### config.mk
export PLATFORM = sky130hd
export DESIGN_NAME = matrix_mem_port
export DESIGN_NICKNAME = d
export VERILOG_FILES = /design/src/rtl/matrix_mem_port.sv
export SDC_FILE = /design/constraint.sdc
export NUM_CORES = 2
export LEC_CHECK = 0
export BUFFER_PORTS_ARGS = -buffer_cell sky130_fd_sc_hd__clkbuf_2
export CAP_MARGIN = 10
export CELL_PAD_IN_SITES_DETAIL_PLACEMENT = 1
export CELL_PAD_IN_SITES_GLOBAL_PLACEMENT = 2
export CORE_MARGIN = 2
export CORE_UTILIZATION = 50
export DETAILED_ROUTE_END_ITERATION = 6
export PLACE_DENSITY_LB_ADDON = 0.1
export SYNTH_ARGS = -nofsm -noshare
export SYNTH_HDL_FRONTEND = slang
export SYNTH_SLANG_ARGS = --single-unit
export TNS_END_PERCENT = 100
### constraint.sdc
create_clock -name clk -period 8.82 [get_ports clk]
set_clock_uncertainty 0.1 [all_clocks]
set_input_delay 1.764 -clock clk [delete_from_list [all_inputs] [get_ports clk]]
set_output_delay 1.764 -clock clk [all_outputs]
set_load 0.1 [all_outputs]
### src/rtl/matrix_mem_port.sv
// rtl/matrix_mem_port.sv - word-addressed scratch memory shared by the multiplier and a host port
// One transaction in flight; fixed LAT-cycle completion; round-robin arbitration on ties.
module matrix_mem_port #(
   parameter int DEPTH = 64,
   parameter int LAT   = 2
) (
   input  logic        clk,
   input  logic        rst,
   input  logic        acc_req,
   input  logic        acc_we,
   input  logic [31:0] acc_addr,
   input  logic [31:0] acc_wdata,
   output logic [31:0] acc_rdata,
   output logic        acc_done,
   input  logic        host_req,
   input  logic        host_we,
   input  logic [31:0] host_addr,
   input  logic [31:0] host_wdata,
   output logic [31:0] host_rdata,
   output logic        host_done,
   output logic        err,
   output logic [7:0]  err_count
);
   localparam int AW = (DEPTH > 1) ? $clog2(DEPTH) : 1;
   localparam int CW = (LAT > 1) ? $clog2(LAT) : 1;

   localparam logic [1:0] S_IDLE = 2'd0;
   localparam logic [1:0] S_BUSY = 2'd1;
   localparam logic [1:0] S_DONE = 2'd2;

   localparam logic P_ACC  = 1'b0;
   localparam logic P_HOST = 1'b1;

   logic [31:0]   mem [DEPTH];

   logic [1:0]    state_q, state_d;
   logic [CW-1:0] cnt_q, cnt_d;
   logic          port_q, port_d;
   logic          last_q, last_d;
   logic          we_q, we_d;
   logic [31:0]   addr_q, addr_d;
   logic [31:0]   wdata_q, wdata_d;
   logic          bad_q, bad_d;
   logic [31:0]   acc_rdata_q, acc_rdata_d;
   logic [31:0]   host_rdata_q, host_rdata_d;
   logic [7:0]    err_count_q, err_count_d;

   logic          grant_host;
   logic          addr_bad;
   logic          commit;
   logic [AW-1:0] idx;
   logic [31:0]   rd_word;

   // On a tie the port that did not win last time is served.
   assign grant_host = host_req && (!acc_req || (last_q == P_ACC));
   assign idx        = addr_q[AW+1:2];
   assign addr_bad   = (addr_q[1:0] != 2'b00) || ({2'b00, addr_q[31:2]} >= 32'(DEPTH));
   assign commit     = (state_q == S_BUSY) && (cnt_q == '0);
   assign rd_word    = addr_bad ? 32'd0 : mem[idx];

   always_comb begin
      state_d      = state_q;
      cnt_d        = cnt_q;
      port_d       = port_q;
      last_d       = last_q;
      we_d         = we_q;
      addr_d       = addr_q;
      wdata_d      = wdata_q;
      bad_d        = bad_q;
      acc_rdata_d  = acc_rdata_q;
      host_rdata_d = host_rdata_q;
      err_count_d  = err_count_q;
      case (state_q)
         S_IDLE: begin
            if (acc_req || host_req) begin
               port_d  = grant_host;
               last_d  = grant_host;
               we_d    = grant_host ? host_we    : acc_we;
               addr_d  = grant_host ? host_addr  : acc_addr;
               wdata_d = grant_host ? host_wdata : acc_wdata;
               cnt_d   = CW'(LAT - 1);
               state_d = S_BUSY;
            end
         end
         S_BUSY: begin
            if (cnt_q == '0) begin
               state_d = S_DONE;
               bad_d   = addr_bad;
               if (!we_q) begin
                  if (port_q == P_HOST) host_rdata_d = rd_word;
                  else                  acc_rdata_d  = rd_word;
               end
               if (addr_bad && (err_count_q != 8'hFF)) err_count_d = err_count_q + 8'd1;
            end else begin
               cnt_d = cnt_q - CW'(1);
            end
         end
         S_DONE:  state_d = S_IDLE;
         default: state_d = S_IDLE;
      endcase
   end

   always_ff @(posedge clk) begin
      if (rst) begin
         state_q      <= S_IDLE;
         cnt_q        <= '0;
         port_q       <= P_ACC;
         last_q       <= P_HOST;
         we_q         <= 1'b0;
         addr_q       <= 32'd0;
         wdata_q      <= 32'd0;
         bad_q        <= 1'b0;
         acc_rdata_q  <= 32'd0;
         host_rdata_q <= 32'd0;
         err_count_q  <= 8'd0;
      end else begin
         state_q      <= state_d;
         cnt_q        <= cnt_d;
         port_q       <= port_d;
         last_q       <= last_d;
         we_q         <= we_d;
         addr_q       <= addr_d;
         wdata_q      <= wdata_d;
         bad_q        <= bad_d;
         acc_rdata_q  <= acc_rdata_d;
         host_rdata_q <= host_rdata_d;
         err_count_q  <= err_count_d;
      end
   end

   // Storage is deliberately not reset; a reset during BUSY suppresses the commit.
   always_ff @(posedge clk) begin
      if (!rst && commit && we_q && !addr_bad) mem[idx] <= wdata_q;
   end

   assign acc_done   = (state_q == S_DONE) && (port_q == P_ACC);
   assign host_done  = (state_q == S_DONE) && (port_q == P_HOST);
   assign err        = (state_q == S_DONE) && bad_q;
   assign acc_rdata  = acc_rdata_q;
   assign host_rdata = host_rdata_q;
   assign err_count  = err_count_q;
endmodule

==> out/qor.csv <==
stage;metric;value;unit
run_status;status;finished, final reports clean;
die;die height;414;um
sta;Final period util;0.490;
synthesis;async set-reset flop share out of synthesis;0;
min_path;min-delay src;host_rdata[28];
die;Die W;414;um
synthesis;Net Count, Synth;4576;
sta;final setup fails;0;
die;initial standard-cell utilization of the core;0.503;
worst_setup_path;crit path DAT;4.94;ns
global_route;GR Overflow Total;0;
place;dpl hpwl;131000;um
global_route;initial antenna violation count;10;
sta;hold violation total from the final report;0;
min_path;worst hold endpoint;host_rdata[28];
cts;Post-CTS Hold Buffers;0;
drt;Met2 Wirelength;116000;um
synthesis;Synth Register Bits;2197;
sta;Slew @ Worst Pin;1.17;ns
min_path;hold path depth;2;
synthesis;synth unique cells;55;
global_route;GRT Resource Usage Total;0.275;
layout;Layout Nets;4867;
cts;total setup buffers inserted after CTS;0;
sta;setup TNS;0;ns
drt;Iter 0 DRT Violations;4544;
power_and_ir_drop;Leakage;0.0307;uW
worst_setup_path;crit end category;flop;
drt;DR top layer;met5;
sta;Hold WS;0.342;ns
cts;CTS root buf;clkbuf_16;
place;Placed Area;88300;um^2
drt;M1 WL;98700;um
power_and_ir_drop;cell area power density;244;nW/um^2
drt;WL/cell;33.1;um
cts;Worst-path clk slew;0.06;ns
drt;Residual DRC;0;
power_and_ir_drop;worst vdd ir;269;uV
global_route;first-pass GRT wire length;338000;um
cts;clk buf depth;3;
drt;via count;44300;
cts;CTS H-tree depth;4;
layout;synthesis-to-layout area growth;13.3;%
layout;fraction of layout instances using a drive strength above 1;0.206;
layout;Layout fillers;14600;
job;Max-cap violations;0;
worst_setup_path;crit-path max FO;65;
layout;Final Instance Area;95300;um^2
synthesis;Post-synth EDFFs;2048;
worst_setup_path;CP required;9.44;ns
synthesis;Yosys Warn Count;0;
die;io pins;209;
place;RD Place Congestion;0.794;
cts;Clock Sinks;2197;
sta;Slew HR;0.220;
layout;commonest non-fill, non-tap cell in the layout;edfxtp_1;
synthesis;Top FF cell, synth;edfxtp_1;
worst_setup_path;Worst Reg-to-Reg Cells;8;
worst_setup_path;worst setup path category;flop to flop;
synthesis;mapped cell area;84200;um^2
worst_setup_path;worst r2r dst;host_rdata[18];
drt;met3 routed WL;14100;um
cts;CTS tree;yes;
global_route;vias in the first global route;45900;
die;die area;172000;um^2
cts;Resized Gates After CTS;0;
worst_setup_path;Reg2Reg Setup Slack;4.50;ns
die;Core ar.;167000;um^2
sta;RSZ-0062 raised after global routing;false;
cts;worst skew pair latency;0.84;ns
drt;Via density;6.21;
die;row cnt;150;
cts;TritonCTS Buffers;218;
global_route;largest net degree at the start of global routing;139;
drt;DRT Wirelength;236000;um
min_path;HP Class;flop to flop;
drt;DR pass1 iterations;5;
sta;post-layout minimum cycle time;4.32;ns
sta;final slew viol count;0;
sta;Peak Freq;231;MHz
synthesis;synthesized instance count;4441;
worst_setup_path;crit path launch type;flop;
drt;Detail Route Antenna Nets;0;
synthesis;Avg Cell Area, Syn;19.0;um^2
place;port buffer count;208;
synthesis;sequential cell area fraction in the yosys report;0.766;
layout;commonest cells after routing, fill and taps aside;2048 x edfxtp_1, 624 x mux2i_1, 427 x a22oi_1, 235 x mux4_2, 220 x clkbuf_16;
[cell usage after synthesis, types with 6 or more instances]
| cell | n | area, um^2 |
|---|---|---|
| inv_1 | 6 | 22.5 |
| clkbuf_1 | 97 | 364 |
| a211oi_1 | 68 | 510 |
| edfxtp_1 | 2048 | 61500 |
| mux4_2 | 235 | 5290 |
| dfxtp_1 | 149 | 2980 |
| buf_2 | 125 | 626 |
| nor4_1 | 10 | 62.6 |
| mux2i_1 | 624 | 6250 |
| nand3_1 | 126 | 631 |
| nor2_1 | 157 | 589 |
| nor2b_1 | 8 | 50.1 |
| nand2_1 | 146 | 548 |
| a22oi_1 | 427 | 3210 |
| a21oi_1 | 33 | 165 |
| nor3_1 | 8 | 40.0 |
| nand4_1 | 56 | 350 |
| buf_4 | 11 | 82.6 |
| buf_1 | 12 | 45.0 |
| o21ai_1 | 9 | 45.0 |
| buf_6 | 18 | 203 |
[critical path: stages, from the launching register on]
cell and delay [ns]:
dfxtp_4 0.84, buf_4 0.83, buf_4 0.98, mux2i_1 0.33, a22oi_1 0.16, nand3_1 0.21, nand4_1 0.25, a22oi_1 0.28
nand2_1 0.08
[sequential cells by signal, indices dropped and copies added, names as in the netlist, named ones only]
signal	cells
mem	2048
acc_rdata	32
addr_q	32
host_rdata	32
wdata_q	32
err_count	8
state_q	2
bad_q	1
cnt_q	1
last_q	1
port_q	1
we_q	1
[final cells by class]
class / count / area [um^2] / share of cell area
multi-input combinational: 1974 / 18900 / 0.198
antenna: 3 / 7.51 / 0.0000787
inverter: 6 / 22.5 / 0.000236
clock buffer: 290 / 5900 / 0.0619
timing repair buffer: 335 / 2070 / 0.0217
sequential: 2197 / 64500 / 0.677
clock inverter: 126 / 1160 / 0.0122
tap: 2204 / 2760 / 0.0289
[layer usage]
| layer | global-route usage | vias up |
|---|---|---|
| met5 | 0 | - |
| met4 | 0.0860 | 2 |
| met3 | 0.0371 | 367 |
| met2 | 0.454 | 1567 |
| met1 | 0.384 | 23700 |
| li1 | - | 18700 |
[cell families (layout without fill, tap and decap cells)]
logic type                 Yosys count  after routing  synth area share
AOI/OAI and AO/OA                  555            555            0.0483
adders and majority gates            1              1          0.000149
buffers and inverters              270            757            0.0161
and+or+nand+nor                    550            550            0.0309
muxes                              862            862             0.138
xor gates and xnor gates             6              6          0.000624
other                                0              3                 0
DFF                               2197           2197             0.766
[where the power goes]
| part | leakage, uW | switching, uW | internal [uW] |
|---|---|---|---|
| Combinational | 0.00727 | 1570 | 703 |
| Sequential | 0.0200 | 91.7 | 11700 |
| Clock | 0.00347 | 3950 | 5230 |
| Total | 0.0307 | 5620 | 17600 |
[worst max-delay path by stage]
stage                          start              to  slack, ns  depth (start not counted)
after floorplan           state_q[1]        acc_done       4.31                          1
after global placement           rst     mem[10][16]       3.92                          4
after detailed placement         rst     mem[10][29]       3.89                          4
after CTS                  addr_q[0]     mem[10][19]       4.24                          6
after global routing            flop  host_rdata[18]       4.27                          8
final                           flop  host_rdata[18]       4.50                          8
[per-stage QoR]
step	setup WS, ns	std cells	power (uW)	utilization
floorplan	4.31	4441	13300	-
global placement	3.92	6715	14200	0.528
detailed placement	3.89	6715	14300	0.528
CTS	4.24	7131	23400	0.570
global route	4.27	7132	23900	0.570
finish	4.50	7135	23200	0.570
No activity file was read; power rests on OpenSTA's default activity.
